--- config.mk ---
export PLATFORM = sky130hd
export DESIGN_NAME = crc8_serial_lfsr
export DESIGN_NICKNAME = d
export VERILOG_FILES = /design/src/rtl/crc8_pkg.sv /design/src/rtl/crc8_serial_lfsr.sv
export SDC_FILE = /design/constraint.sdc
export NUM_CORES = 1
export LEC_CHECK = 0
export ABC_CLOCK_PERIOD_IN_PS = 1400
export CORE_AREA = 2 2 39 41
export CTS_CLUSTER_DIAMETER = 60
export DETAILED_ROUTE_END_ITERATION = 8
export DIE_AREA = 0 0 41 43
export PLACE_DENSITY = 0.64
export SKIP_LAST_GASP = 1
export SLEW_MARGIN = 25
export SYNTH_ARGS = -nofsm -noshare
export SYNTH_HDL_FRONTEND = slang
export SYNTH_SLANG_ARGS = --single-unit
--- constraint.sdc ---
create_clock -name clk -period 1.4 [get_ports clk]
set_input_delay 0.28 -clock clk [delete_from_list [all_inputs] [get_ports clk]]
set_output_delay 0.28 -clock clk [all_outputs]
set_load 0.01 [all_outputs]
--- src/rtl/crc8_pkg.sv ---
// crc8_pkg: shared CRC-8 (x^8+x^4+1, MSB-first) constants, FSM states and LFSR step
package crc8_pkg;
    localparam int CRC_W = 8;
    localparam logic [CRC_W-1:0] CRC_POLY = 8'h11;
    localparam logic [CRC_W-1:0] CRC_INIT = 8'h00;
    typedef enum logic [1:0] {IDLE, PAYLOAD, CRC} state_t;
    function automatic logic [CRC_W-1:0] crc8_step(input logic [CRC_W-1:0] lfsr, input logic d);
        return {lfsr[CRC_W-2:0], 1'b0} ^ ((lfsr[CRC_W-1] ^ d) ? CRC_POLY : '0);
    endfunction
endpackage

--- src/rtl/crc8_serial_lfsr.sv ---
// crc8_serial_lfsr: registered serial CRC-8 LFSR; clr restarts from CRC_INIT, combined with en it seeds the first bit
module crc8_serial_lfsr
    import crc8_pkg::*;
(
    input  logic             clk,
    input  logic             rst,
    input  logic             clr,
    input  logic             en,
    input  logic             d,
    output logic [CRC_W-1:0] lfsr_next
);
    logic [CRC_W-1:0] lfsr;
    assign lfsr_next = crc8_step(clr ? CRC_INIT : lfsr, d);
    always_ff @(posedge clk) begin
        if (rst) lfsr <= CRC_INIT;
        else if (en) lfsr <= lfsr_next;
        else if (clr) lfsr <= CRC_INIT;
    end
endmodule

Yosys cells after proc, flatten, opt, wreduce, memory -nomap -nowiden
Cells that the tools add are included.
- mux-type cells: 3
- bitwise gates (word level): 2
- operators with widths (operator ; count):
    $mux 8 ; 2
    $xor 8x5->8 ; 1
    $mux 5 ; 1
    $xor 1x1->1 ; 1
- bits in registers: 8
- input bits: 5
- output and inout port bits: 8
- word-level logic and storage cells: 6

Longest topological paths before layout
- word-level depth: 5
- mapped depth: 4
- mapped depth without buffers: 3

Worst setup path after synthesis
Ideal clock, no wire load.
- kind: input port to output port
- start point: input port clr
- end point: output port lfsr_next[4]
- arrival: 895 ps
- data required time: 1120 ps
- setup slack: 225 ps
- cell stages on the path: 3
- buffers on the path: 0
- cells stage by stage: nand2b_2 xnor2_2 xnor2_1
- word-level cells in the longest chain between the ends: 4
- ends and longest elaborated chain (item ; RTL line ; source):
    start, declared ; crc8_serial_lfsr.sv:7 ; input logic clr,
    $mux 8 * ; - ;
    $xor 1x1->1 ; crc8_pkg.sv:8 ; return {lfsr[CRC_W-2:0], 1'b0} ^ ((lfsr[CRC_W-1] ^ d) ? CRC_POLY : '0);
    $mux 5 ; crc8_pkg.sv:8 ;
    $xor 8x5->8 * ; crc8_pkg.sv:8 ;
    end, declared ; crc8_serial_lfsr.sv:10 ; output logic [CRC_W-1:0] lfsr_next
Mark *: on every way between the ends. The rest lies on a longest branch, timed or not.

Worst setup path after layout
- start point: register lfsr[7]
- end point: output port lfsr_next[4]
- word-level cells in the longest chain between the ends: 4
- ends and longest elaborated chain (item ; RTL line ; source):
    start, declared ; crc8_serial_lfsr.sv:12 ; logic [CRC_W-1:0] lfsr;
    start signal, assigned ; crc8_serial_lfsr.sv:16 ; else if (en) lfsr <= lfsr_next;
    $mux 8 ; - ;
    $xor 1x1->1 ; crc8_pkg.sv:8 ;
    $mux 5 ; crc8_pkg.sv:8 ;
    $xor 8x5->8 ; crc8_pkg.sv:8 ;
No other way between the ends.

==> impl_metrics.ini <==
[power]
ir_drop_uv = 467
leakage_nw = 0.337
power_mw = 0.509
p_per_area_mw_per_mm2 = 742

[finish]
largest_reg_flops = 8
area_growth_pct = 57.9
antenna_cells = 0
reg.largest.list = lfsr x8
drive_gt1_frac = 0.329
largest_register = lfsr
nets = 80

[critical_path]
cp-start-kind = flop
cp_num_cells = 4
path_max_fanout = 2
cp_slowest_stage_delay_ns = 0.35
regToRegEndpoint = lfsr[4]$_SDFF_PP0_
cp_slowest_cell = dfxtp_2
worstSetupPathType = flop to output pin
critical_path.endpoint_type = output pin
crit_chain = nand2b_4 -> xnor2_4 -> xnor2_1 -> buf_2
rrSetupSlack_ns = 0.48
rr_startpoint = lfsr[7]$_SDFF_PP0_
worstPathRequired_ns = 1.12
reg2regPathDepth = 3
critPathArrivalTime_ns = 1.10
crit_buf_inv = 1
path_delay_family = flip-flops

[logic_synthesis]
netlist_area_sq_um = 434
synth.avg_cell_area_sq_um = 9.24
ys_seq_area_frac = 0.369
synthCells = 47
yosysTopAreaCell = dfxtp_1
synthTopCellsByArea = dfxtp_1 37%, mux2i_1 14%, nor2b_1 7.2%
synth_seq_cells = 8
synth_cell_types = 23
ys_warn_count = 0
syn_nets = 52
yosysTopAreaCellShare = 0.369

[placed_design]
gp_congestion = 0.713
io_buffers = 12
dp_slack_ns = -0.646
detailed_place_hpwl_microns = 634

[drt]
routed_wl_microns = 980
avgRoutedWirePerCell_microns = 11.0
drtAntennaViolNets = 0
drt-vias-per-instance = 4.73
drc = 0
drt_pass1_iterations = 4
drt_iter0_drc = 1
dr_total_vias = 421

[sta]
rsz0062_at_grt = yes
slew_violations = 0
min_period_over_period = 0.987
fmax_mhz = 724
fin_skew_ns = 0.000274
tightest_slew_ns = 0.240
fin_crit_ns = 1.38
hold_ws_ns = 0.411
setup_tns_ns = 0
max_slew_margin = 0.838
final_hold_viol_count = 0
setup_ws_ns = 0.0187
setup_violations = 0

[cts]
clk_pin_slew_worst_paths_ns = 0.06
cts_root_buffer = clkbuf_4
ctsHoldBuffers = 0
cts_sinks = 8
h-tree-depth = 1
clock_latency_ns = 0.26
cts_tree = yes
numCtsBuffers = 3
clk_path_buf_depth = 2

[die]
die_w_microns = 41
rows = 14
io_pins = 13
initial_core_util = 0.314
die_area_sq_mm = 0.00176
die_y_microns = 43
core_sq_mm = 0.00138

[global_routing]
grt_overflow_total = 0
grt_pass1_wl_microns = 1500
grt_pass1_vias = 358
grtUsageTotal = 0.135
antenna_found_initial = 0
grt_max_degree = 8

[min_path]
hold_end = lfsr[3]$_SDFF_PP0_
hold_path_depth = 3
hold_start = clr
worstHoldPathType = input port to flop

[outcome]
outcome = finished, final reports clean

[run]
maxCapViolations = 0
## through the flow
step / cells / util / cell area [sq um]
floorplan: 47 / - / 434
global placement: 84 / 0.472 / 653
detailed placement: 84 / 0.472 / 653
CTS: 89 / 0.495 / 684
global route: 89 / 0.495 / 686
finish: 89 / 0.495 / 686
## worst max path at each step
stage | to | slack [ns] | from
floorplan | lfsr_next[4] | 0.23 | clr
global placement | lfsr_next[4] | -0.65 | clr
detailed placement | lfsr_next[4] | -0.65 | clr
CTS | lfsr_next[4] | -0.02 | lfsr[7]$_SDFF_PP0_
global route | lfsr_next[4] | -0.04 | lfsr[7]$_SDFF_PP0_
finish | lfsr_next[4] | 0.02 | lfsr[7]$_SDFF_PP0_
## final cells by class
cell class	instances	area [sq um]
Tap cell	16	20.0
Timing Repair Buffer	26	215
Sequential cell	8	161
Clock buffer	3	22.5
Multi-Input combinational cell	34	259
Inverter	2	7.51
Fill cell	144	698
## per-layer routing
layer | GRT usage | wire (microns) | vias to the layer above
li1 | - | - | 214
met4 | 0.120 | 37 | 0
met1 | 0.173 | 432 | 191
met3 | 0.0471 | 69 | 4
met2 | 0.169 | 441 | 12
met5 | 0 | 0 | -
## cell families after synthesis
family,synth area share
AO/OA/AOI/OAI,0.0749
flip-flops,0.369
AND/OR/NAND/NOR,0.268
buffers and inverters,0.0720
multiplexers,0.138
XOR/XNOR,0.0778
## Yosys cell counts
cell type and instances:
dfxtp_1 8, mux2i_1 6, nor2_1 5, nor2b_1 5
nand2_1 3, nor3_1 2, nor4b_1 2, a41oi_1 1
and2b_1 1, buf_2 1, buf_4 1, buf_6 1
inv_1 1, inv_2 1, nand2b_1 1, nand2b_2 1
nand3_1 1, o22ai_1 1, o2bb2ai_1 1, o311ai_1 1
xnor2_1 1, xnor2_2 1, xor2_1 1
## where the power goes
| group | internal (mW) | leakage (nW) | switching (mW) | total, mW |
|---|---|---|---|---|
| clock | 0.0986 | 0.0138 | 0.0859 | 0.185 |
| sequential | 0.233 | 0.0654 | 0.00156 | 0.234 |
| combinational | 0.0509 | 0.258 | 0.0391 | 0.0900 |
## tightest hold or removal path, cell delays in order
cell      delay (ns)
clkbuf_2        0.11
buf_2           0.17
nor3_1          0.06
## repair_timing
item / CTS / global route
gates resized for setup: 18 / 3
setup buffers: 1 / 0
pin swaps: 2 / 2
gates cloned: 1 / 0
setup endpoints to repair: 8 / 8
## layout by cell type, fill, tap and decap left out, types with 2 or more instances in the layout
| cell | instances |
|---|---|
| buf_2 | 2 |
| buf_4 | 11 |
| clkbuf_2 | 2 |
| clkbuf_4 | 3 |
| clkdlybuf4s50_1 | 2 |
| dfxtp_1 | 7 |
| dlygate4sd2_1 | 7 |
| mux2i_1 | 6 |
| nand2_1 | 3 |
| nor2_1 | 5 |
| nor2b_1 | 5 |
| nor3_1 | 2 |
| nor4b_1 | 2 |
No activity file was read; power rests on OpenSTA's default activity.
